==> src/rtl/mips_mc_pkg.sv <==
// Shared encodings for the MIPS multi-cycle controller: states, opcodes, functs,
// ALUOp/ALUControl codes and the per-state control word.
package mips_mc_pkg;

    localparam int MC_STATE_W = 4;

    typedef enum logic [MC_STATE_W-1:0] {
        S_FETCH  = 4'd0,
        S_DECODE = 4'd1,
        S_MEMADR = 4'd2,
        S_MEMRD  = 4'd3,
        S_MEMWB  = 4'd4,
        S_MEMWR  = 4'd5,
        S_EXEC   = 4'd6,
        S_ALUWB  = 4'd7,
        S_BRANCH = 4'd8,
        S_ADDIEX = 4'd9,
        S_ADDIWB = 4'd10,
        S_JUMP   = 4'd11,
        S_IDLE   = 4'd15
    } state_t;

    localparam logic [5:0] OP_RTYPE = 6'b000000;
    localparam logic [5:0] OP_LW    = 6'b100011;
    localparam logic [5:0] OP_SW    = 6'b101011;
    localparam logic [5:0] OP_BEQ   = 6'b000100;
    localparam logic [5:0] OP_ADDI  = 6'b001000;
    localparam logic [5:0] OP_J     = 6'b000010;

    localparam logic [5:0] FUNCT_ADD = 6'b100000;
    localparam logic [5:0] FUNCT_SUB = 6'b100010;
    localparam logic [5:0] FUNCT_AND = 6'b100100;
    localparam logic [5:0] FUNCT_OR  = 6'b100101;
    localparam logic [5:0] FUNCT_SLT = 6'b101010;

    localparam logic [1:0] ALUOP_ADD   = 2'b00;
    localparam logic [1:0] ALUOP_SUB   = 2'b01;
    localparam logic [1:0] ALUOP_FUNCT = 2'b10;

    localparam logic [2:0] ALU_AND = 3'b000;
    localparam logic [2:0] ALU_OR  = 3'b001;
    localparam logic [2:0] ALU_ADD = 3'b010;
    localparam logic [2:0] ALU_SUB = 3'b110;
    localparam logic [2:0] ALU_SLT = 3'b111;

    typedef struct packed {
        logic       pcwrite;
        logic       branch;
        logic       iord;
        logic       memwrite;
        logic       irwrite;
        logic       regdst;
        logic       memtoreg;
        logic       regwrite;
        logic       alusrca;
        logic [1:0] alusrcb;
        logic [1:0] aluop;
        logic [1:0] pcsrc;
        logic       instr_done;
    } ctrl_t;

    function automatic logic funct_legal(input logic [5:0] funct);
        return (funct == FUNCT_ADD) || (funct == FUNCT_SUB) || (funct == FUNCT_AND) ||
               (funct == FUNCT_OR)  || (funct == FUNCT_SLT);
    endfunction

    // Moore control word for a state; IDLE and unused codes yield all zeros.
    function automatic ctrl_t state_ctrl(input state_t s);
        ctrl_t c;
        c = '0;
        case (s)
            S_FETCH: begin
                c.irwrite = 1'b1;
                c.pcwrite = 1'b1;
                c.alusrcb = 2'b01;
            end
            S_DECODE: c.alusrcb = 2'b11;
            S_MEMADR, S_ADDIEX: begin
                c.alusrca = 1'b1;
                c.alusrcb = 2'b10;
            end
            S_MEMRD: c.iord = 1'b1;
            S_MEMWB: begin
                c.memtoreg   = 1'b1;
                c.regwrite   = 1'b1;
                c.instr_done = 1'b1;
            end
            S_MEMWR: begin
                c.iord       = 1'b1;
                c.memwrite   = 1'b1;
                c.instr_done = 1'b1;
            end
            S_EXEC: begin
                c.alusrca = 1'b1;
                c.aluop   = ALUOP_FUNCT;
            end
            S_ALUWB: begin
                c.regdst     = 1'b1;
                c.regwrite   = 1'b1;
                c.instr_done = 1'b1;
            end
            S_ADDIWB: begin
                c.regwrite   = 1'b1;
                c.instr_done = 1'b1;
            end
            S_BRANCH: begin
                c.alusrca    = 1'b1;
                c.aluop      = ALUOP_SUB;
                c.pcsrc      = 2'b01;
                c.branch     = 1'b1;
                c.instr_done = 1'b1;
            end
            S_JUMP: begin
                c.pcsrc      = 2'b10;
                c.pcwrite    = 1'b1;
                c.instr_done = 1'b1;
            end
            default: c = '0;
        endcase
        return c;
    endfunction

endpackage

==> src/rtl/mips_mc_controller_if.sv <==
// Controller <-> datapath bundle: IR fields and Zero in, enables/selects out.
interface mips_mc_controller_if;
    import mips_mc_pkg::*;

    logic [5:0]            Op;
    logic [5:0]            Funct;
    logic                  Zero;
    logic                  PCEn;
    logic                  IorD;
    logic                  MemWrite;
    logic                  IRWrite;
    logic                  RegDst;
    logic                  MemtoReg;
    logic                  RegWrite;
    logic                  ALUSrcA;
    logic [1:0]            ALUSrcB;
    logic [2:0]            ALUControl;
    logic [1:0]            PCSrc;
    logic                  instr_done;
    logic                  illegal;
    logic [MC_STATE_W-1:0] state;

    modport master (
        input  Op, Funct, Zero,
        output PCEn, IorD, MemWrite, IRWrite, RegDst, MemtoReg, RegWrite,
               ALUSrcA, ALUSrcB, ALUControl, PCSrc, instr_done, illegal, state
    );

    modport slave (
        output Op, Funct, Zero,
        input  PCEn, IorD, MemWrite, IRWrite, RegDst, MemtoReg, RegWrite,
               ALUSrcA, ALUSrcB, ALUControl, PCSrc, instr_done, illegal, state
    );

endinterface

==> src/rtl/alu_decoder.sv <==
// ALU decoder: ALUOp + Funct -> ALUControl. Purely combinational so the
// single-cycle datapath can reuse it unchanged.
module alu_decoder
    import mips_mc_pkg::*;
(
    input  logic [1:0] alu_op,
    input  logic [5:0] funct,
    output logic [2:0] alu_control
);

    always_comb begin
        // NOTE: default first so every path assigns alu_control and no latch is inferred.
        alu_control = ALU_ADD;
        case (alu_op)
            ALUOP_ADD: alu_control = ALU_ADD;
            ALUOP_SUB: alu_control = ALU_SUB;
            ALUOP_FUNCT: begin
                case (funct)
                    FUNCT_ADD: alu_control = ALU_ADD;
                    FUNCT_SUB: alu_control = ALU_SUB;
                    FUNCT_AND: alu_control = ALU_AND;
                    FUNCT_OR:  alu_control = ALU_OR;
                    FUNCT_SLT: alu_control = ALU_SLT;
                    default:   alu_control = ALU_ADD;
                endcase
            end
            default: alu_control = ALU_ADD;
        endcase
    end

endmodule

==> src/rtl/mips_mc_controller.sv <==
// MIPS multi-cycle main control FSM. The control word is registered alongside
// the state so every Moore output comes straight from a flop.
module mips_mc_controller
    import mips_mc_pkg::*;
#(
    parameter int STATE_W = 4
) (
    input  logic                 clk,
    input  logic                 rst_n,
    mips_mc_controller_if.master bus
);

    state_t     state_q, state_d;
    ctrl_t      ctrl_q, ctrl_d;
    logic [2:0] alu_ctrl;
    logic       op_legal;
    logic       illegal;

    always_comb begin
        state_d  = state_q;
        op_legal = 1'b1;
        case (state_q)
            S_IDLE:  state_d = S_FETCH;
            S_FETCH: state_d = S_DECODE;
            S_DECODE: begin
                case (bus.Op)
                    OP_LW, OP_SW: state_d = S_MEMADR;
                    OP_RTYPE: begin
                        op_legal = funct_legal(bus.Funct);
                        state_d  = op_legal ? S_EXEC : S_FETCH;
                    end
                    OP_BEQ:  state_d = S_BRANCH;
                    OP_ADDI: state_d = S_ADDIEX;
                    OP_J:    state_d = S_JUMP;
                    default: begin
                        op_legal = 1'b0;
                        state_d  = S_FETCH;
                    end
                endcase
            end
            S_MEMADR: state_d = (bus.Op == OP_LW) ? S_MEMRD : S_MEMWR;
            S_MEMRD:  state_d = S_MEMWB;
            S_EXEC:   state_d = S_ALUWB;
            S_ADDIEX: state_d = S_ADDIWB;
            default:  state_d = S_FETCH;
        endcase
        ctrl_d  = state_ctrl(state_d);
        illegal = (state_q == S_DECODE) && !op_legal;
    end

    // Async reset clears the control word too, so an abandoned sw/lw can't
    // leave MemWrite or RegWrite high after rst_n falls.
    always_ff @(posedge clk or negedge rst_n) begin
        // NOTE: non-blocking assignments for all flops so every register samples pre-edge values.
        if (!rst_n) begin
            state_q <= S_IDLE;
            ctrl_q  <= '0;
        end else begin
            state_q <= state_d;
            ctrl_q  <= ctrl_d;
        end
    end

    alu_decoder u_alu_dec (
        .alu_op      (ctrl_q.aluop),
        .funct       (bus.Funct),
        .alu_control (alu_ctrl)
    );

    assign bus.PCEn       = ctrl_q.pcwrite | (ctrl_q.branch & bus.Zero);
    assign bus.IorD       = ctrl_q.iord;
    assign bus.MemWrite   = ctrl_q.memwrite;
    assign bus.IRWrite    = ctrl_q.irwrite;
    assign bus.RegDst     = ctrl_q.regdst;
    assign bus.MemtoReg   = ctrl_q.memtoreg;
    assign bus.RegWrite   = ctrl_q.regwrite;
    assign bus.ALUSrcA    = ctrl_q.alusrca;
    assign bus.ALUSrcB    = ctrl_q.alusrcb;
    // IDLE is fully quiet, including the ALU code that ALUOp=00 would otherwise give.
    assign bus.ALUControl = (state_q == S_IDLE) ? 3'b000 : alu_ctrl;
    assign bus.PCSrc      = ctrl_q.pcsrc;
    assign bus.instr_done = ctrl_q.instr_done;
    assign bus.illegal    = illegal;
    assign bus.state      = STATE_W'(state_q);

endmodule

==> src/flat_wrapper.sv <==
// flat-port wrapper written by rule: the top's interface ports become plain ports
module mips_mc_controller_flat import mips_mc_pkg::*;
#(
    parameter int STATE_W = 4
)
  (clk, rst_n, bus_Op, bus_Funct, bus_Zero, bus_PCEn, bus_IorD, bus_MemWrite, bus_IRWrite, bus_RegDst, bus_MemtoReg, bus_RegWrite, bus_ALUSrcA, bus_ALUSrcB, bus_ALUControl, bus_PCSrc, bus_instr_done, bus_illegal, bus_state);
  mips_mc_controller_if bus_i ();
  input  logic clk;
  input  logic rst_n;
  input wire logic [$bits(bus_i.Op)-1:0] bus_Op;
  input wire logic [$bits(bus_i.Funct)-1:0] bus_Funct;
  input wire logic [$bits(bus_i.Zero)-1:0] bus_Zero;
  output wire logic [$bits(bus_i.PCEn)-1:0] bus_PCEn;
  output wire logic [$bits(bus_i.IorD)-1:0] bus_IorD;
  output wire logic [$bits(bus_i.MemWrite)-1:0] bus_MemWrite;
  output wire logic [$bits(bus_i.IRWrite)-1:0] bus_IRWrite;
  output wire logic [$bits(bus_i.RegDst)-1:0] bus_RegDst;
  output wire logic [$bits(bus_i.MemtoReg)-1:0] bus_MemtoReg;
  output wire logic [$bits(bus_i.RegWrite)-1:0] bus_RegWrite;
  output wire logic [$bits(bus_i.ALUSrcA)-1:0] bus_ALUSrcA;
  output wire logic [$bits(bus_i.ALUSrcB)-1:0] bus_ALUSrcB;
  output wire logic [$bits(bus_i.ALUControl)-1:0] bus_ALUControl;
  output wire logic [$bits(bus_i.PCSrc)-1:0] bus_PCSrc;
  output wire logic [$bits(bus_i.instr_done)-1:0] bus_instr_done;
  output wire logic [$bits(bus_i.illegal)-1:0] bus_illegal;
  output wire logic [$bits(bus_i.state)-1:0] bus_state;
  assign bus_i.Op = bus_Op;
  assign bus_i.Funct = bus_Funct;
  assign bus_i.Zero = bus_Zero;
  assign bus_PCEn = bus_i.PCEn;
  assign bus_IorD = bus_i.IorD;
  assign bus_MemWrite = bus_i.MemWrite;
  assign bus_IRWrite = bus_i.IRWrite;
  assign bus_RegDst = bus_i.RegDst;
  assign bus_MemtoReg = bus_i.MemtoReg;
  assign bus_RegWrite = bus_i.RegWrite;
  assign bus_ALUSrcA = bus_i.ALUSrcA;
  assign bus_ALUSrcB = bus_i.ALUSrcB;
  assign bus_ALUControl = bus_i.ALUControl;
  assign bus_PCSrc = bus_i.PCSrc;
  assign bus_instr_done = bus_i.instr_done;
  assign bus_illegal = bus_i.illegal;
  assign bus_state = bus_i.state;
  mips_mc_controller #(.STATE_W(STATE_W)) u_core (.clk(clk), .rst_n(rst_n), .bus(bus_i));
endmodule
==> config.mk <==
export PLATFORM = sky130hd
export DESIGN_NAME = mips_mc_controller_flat
export DESIGN_NICKNAME = d
export VERILOG_FILES = /design/src/rtl/mips_mc_pkg.sv /design/src/rtl/mips_mc_controller_if.sv /design/src/rtl/alu_decoder.sv /design/src/rtl/mips_mc_controller.sv /design/src/flat_wrapper.sv
export SDC_FILE = /design/constraint.sdc
export NUM_CORES = 1
export LEC_CHECK = 0
export BUFFER_PORTS_ARGS = -buffer_cell sky130_fd_sc_hd__buf_2
export CAP_MARGIN = 15
export CORE_ASPECT_RATIO = 1.1
export CORE_MARGIN = 1
export CORE_UTILIZATION = 46
export CTS_BUF_LIST = sky130_fd_sc_hd__clkbuf_4
export DETAILED_ROUTE_END_ITERATION = 10
export PLACE_DENSITY = 0.77
export SKIP_LAST_GASP = 1
export SYNTH_ARGS = -nofsm -noshare
export SYNTH_HDL_FRONTEND = slang
export SYNTH_HIERARCHICAL = 1
export SYNTH_SLANG_ARGS = --single-unit
==> constraint.sdc <==
create_clock -name clk -period 1.7 [get_ports clk]
set_clock_uncertainty 0.05 [all_clocks]
set_input_delay 0.085 -clock clk [delete_from_list [all_inputs] [get_ports clk]]
set_output_delay 0.085 -clock clk [all_outputs]
set_load 0.02 [all_outputs]
---- After elaboration in Yosys (flattened, before gate mapping) ----
Cells that the tools add are included.
storage, ports and cells
  register bits ........................... 20
  word-level logic and storage cells ...... 84
  input port bits ......................... 15
operators by class
  eq/ne operators ......................... 29
  reductions and logical operators ........ 17
  bitwise gates (word level) .............. 2
  multiplexer cells ....................... 22
operators with widths
  cell                count
  $eq 6x6->1 const B  7
  $eq 4x4->1 const B  6
  $pmux 4 s6          1
  $eq 4x3->1 const B  5
  $pmux 4 s5          1
  $eq 4x2->1 const B  4
  $pmux 3 s4          1
  $mux 1              11
  $mux 3              3
  $eq 4x1->1 const B  2
  $logic_not 4->1     2
  $pmux 2 s2          2
  $reduce_or 2->1     4
  $eq 6x2->1 const B  1
  $eq 6x3->1 const B  1
  $eq 6x4->1 const B  1
  $logic_not 6->1     1
  $pmux 2 s3          1
  $pmux 3 s2          1
  $reduce_or 6->1     1
  $reduce_or 5->1     1
  $logic_or 1x1->1    4
  $reduce_or 4->1     1
  $reduce_or 3->1     1
  other kinds (7)     7

---- Longest topological paths before layout ----
  depth after elaboration ................. 11
  mapped depth ............................ 6
  depth with buffers taken out ............ 5

---- Modules after synthesis ----
Netlist, hierarchy kept.
by module, submodules not included
  module              cells an instance  area an instance (um^2)  sequential area each (um^2)  instances
  mips_mc_controller  95                 948.4                    455.4                        1
  alu_decoder         15                 118.9                    0.0                          1

---- Least setup slack after synthesis ----
No wires, ideal clock.
  kind .................................... in2reg
  start point ............................. in bus_Op[1]
  end point ............................... reg u_core/ctrl_q[15] (netlist name)
  path slack .............................. -0.195 ns
  stages on the path ...................... 5
  arrival ................................. 1.749 ns
  path buffers ............................ 0
  path through ............................ or4b_1 or4_4 or2_4 and2_4 o32ai_2
RTL lines
  element               line                      text
  from (decl)           flat_wrapper.sv:10        input wire logic [$bits(bus_i.Op)-1:0] bus_Op;
  to (signal assigned)  mips_mc_controller.sv:60  ctrl_q <= ctrl_d;
  to (decl)             mips_mc_controller.sv:14  ctrl_t ctrl_q, ctrl_d;

==> results.py <==
metrics = {
    "setup_path": {
        "critPathBufInv": 0,
        "startpoint_type": "flip-flop",
        "required_ns": 1.85,
        "crit_type": "flip-flop to flip-flop",
        "timing.reg2reg.setup_slack_ns": -0.009,
        "cp_top_family": "flip-flops",
        "worst_r2r_path_depth": 5,
        "critPathSlowestCell": "dfstp_2",
        "cp_max_fo": 6,
        "crit_path_cell_trace": "nand2b_1 > nand2b_4 > o32a_1 > and2_4 > o32ai_2",
        "cp.depth": 5,
        "end_kind": "flip-flop",
        "arrival_ns": 1.86,
        "slowest_delay_ns": 0.59,
    },
    "yosys": {
        "postSynthCellCount": 110,
        "synth_nets": 127,
        "synth_ff_type": "dfrtp_1",
        "synthArstFlopShare_pct": 100,
        "seq_area_frac_synth_pct": 42.7,
        "ys_ff_latch": 18,
        "yosysMostFrequentCell": "dfrtp_1",
        "synth-edff-count": 0,
        "synth_common_cells": "14 x dfrtp_1, 10 x inv_1, 8 x nor2_1, 5 x and2_1",
        "synth_cell_types": 41,
        "syn-cell-area_um2": 1070,
        "synth_top_cell_by_area": "dfrtp_1",
        "synth_top_area_share_pct": 32.8,
        "yosys_warnings": 6,
        "avgSynthCellArea_um2": 9.70,
        "ys_top_cells_by_area": "dfrtp_1 33%, dfstp_2 9.8%, inv_1 3.5%",
    },
    "clocking": {
        "cts_buffer_depth": 2,
        "cts_sinks": 18,
        "clockRootBuffer": "clkbuf_4",
        "cts_tree": "yes",
        "cts_buffers": 3,
        "clk_pin_slew_worst_paths_ns": 0.10,
        "insertion_delay_ns": 0.29,
        "htreeDepth": 1,
    },
    "routing": {
        "drt-initial-drc-count": 40,
        "drcViolationCount": 0,
        "detail_route.wirelength_mm": 3.07,
        "via_count": 1138,
        "antenna_left": 0,
        "first_pass_iters": 4,
        "via_per_inst": 5.61,
        "wl_per_cell_um": 15.1,
    },
    "min_path": {
        "hp-class": "primary input to asynchronous set/reset pin",
    },
    "sta": {
        "timing.hold.ws_ns": 0.187,
        "slew_headroom_pct": 74.3,
        "clock.fmax_mhz": 585,
        "rsz0062_at_grt": "yes",
        "tightest_slew_ns": 0.386,
        "layout_setup_ws_ns": -0.00877,
        "setup_viol": 3,
        "finalHoldViolCount": 0,
        "min_period_over_period_pct": 101,
        "final_max_slew_viol_count": 0,
        "post-route-min-period_ns": 1.71,
    },
    "floorplan": {
        "std_cell_rows": 17,
        "die_y_um": 52.5,
        "die_w_um": 47.9,
        "coreArea_um2": 2110,
        "ios": 36,
        "fp.dieArea_um2": 2520,
        "initial_core_util_pct": 50.7,
    },
    "power_and_ir_drop": {
        "fin_total_pwr_mw": 1.66,
        "irDropWorstVdd_uv": 888,
        "powerDensity_nw_per_um2": 1020,
        "power.leakage_nw": 0.829,
    },
    "placed_design": {
        "place_area_um2": 1410,
        "dp_worst_setup_slack_ns": -0.354,
        "port_buffers": 35,
        "hpwl_mm": 2.07,
        "gp_congestion": 0.845,
    },
    "grt": {
        "grt_max_degree": 19,
        "grt_first_pass_wirelength_mm": 4.38,
        "grt_pass1_vias": 1044,
        "grt_antenna_before_repair": 0,
        "grt_usage_pct": 25.0,
        "grt-ovfl-total": 0,
    },
    "cells_and_area": {
        "stdcell_area_um2": 1630,
        "antenna_cells": 0,
        "finalNetCount": 193,
        "drive_gt1_share_pct": 56.0,
        "synthToLayoutAreaGrowth_pct": 52.6,
        "fillCellCount": 143,
    },
    "status": {
        "violations": "negative setup slack",
        "status": "complete, but fails checks",
    },
    "run": {
        "drv_cap": 0,
    },
}
what timing repair did:
item,4_1_cts,5_1_grt
endpoints found under the hold margin,18,0
gates cloned,0,0
setup endpoints to repair,7,11
pin swaps,7,6
hold buffers,1,0
buffers inserted,4,5
resized for setup,7,19
registers in the layout (all words and copies together) (netlist names):
name	flops
u_core/bus.ALUSrcA	1
u_core/bus.ALUSrcB	2
u_core/bus.IRWrite	1
u_core/ctrl_q	3
u_core/bus.RegWrite	1
u_core/bus.instr_done	1
u_core/bus.IorD	1
u_core/bus.RegDst	1
u_core/bus.MemtoReg	1
u_core/bus.MemWrite	1
u_core/bus.PCSrc	1
u_core/bus.state	4
cell families (layout without fill, tap and decap cells):
family                     after synthesis  after routing  synth area share (%)
and+or+nand+nor                         47             47                  29.0
AOI/OAI and AO/OA                       22             22                  15.1
DFF                                     18             18                  42.7
buffers and inverters                   17             82                  7.39
xor gates and xnor gates                 3              3                  2.46
adders and majority gates                2              2                  2.34
muxes                                    1              1                  1.06
per-stage QoR:
step | cells | TNS [ns] | util [%]
floorplan | 110 | -0.310 | -
global placement | 189 | -1.41 | 66.9
detailed placement | 189 | -1.65 | 66.9
CTS | 198 | -0.00708 | 71.3
global route | 203 | -0.589 | 77.4
finish | 203 | -0.0187 | 77.4
area by class of cell:
class,instances,area [um2],share of cell area (%)
multi-input cells,75,627,38.5
inverters,10,37.5,2.30
clock inverters,1,3.75,0.230
flip-flops and latches,18,455,28.0
repair buffers,68,448,27.5
well taps,28,35.0,2.15
clock buffers,3,22.5,1.38
power breakdown:
group | internal, mW | total (mW) | switching [mW]
logic | 0.409 | 0.874 | 0.465
registers | 0.522 | 0.573 | 0.0507
clock network | 0.0854 | 0.215 | 0.130
total | 1.02 | 1.66 | 0.646
per-layer routing:
layer | global-route usage, % | vias up | part of all wire (%)
met1 | 26.2 | 565 | 38
met4 | 6.48 | 0 | 3.4
li1 | - | 517 | -
met2 | 47.3 | 40 | 56
met5 | 0 | - | 0
met3 | 5.52 | 16 | 3.2
final timing paths:
kind	end	from
min in group clk	u_core/ctrl_q[4]	bus_Op[1]
worst max register to register	u_core/ctrl_q[15]	u_core/bus.state[0]
worst max-delay path	u_core/ctrl_q[15]	u_core/bus.state[0]
worst min register to register	u_core/bus.RegDst	u_core/bus.state[2]
max in group asynchronous	u_core/bus.state[2]	rst_n
worst min-delay path	u_core/bus.IRWrite	rst_n
cell usage in the layout, fill, tap and decap left out, types with 3 or more instances in the layout:
| cell type | instances |
|---|---|
| nor2_1 | 8 |
| nand2b_1 | 3 |
| nand2_1 | 3 |
| dfrtp_1 | 14 |
| and3_1 | 3 |
| buf_2 | 31 |
| clkbuf_4 | 3 |
| inv_1 | 9 |
| buf_6 | 4 |
| and2_1 | 4 |
| nor3_1 | 3 |
| buf_4 | 31 |
| dfstp_2 | 4 |
Note: power is estimated with default switching activity, not from simulation.
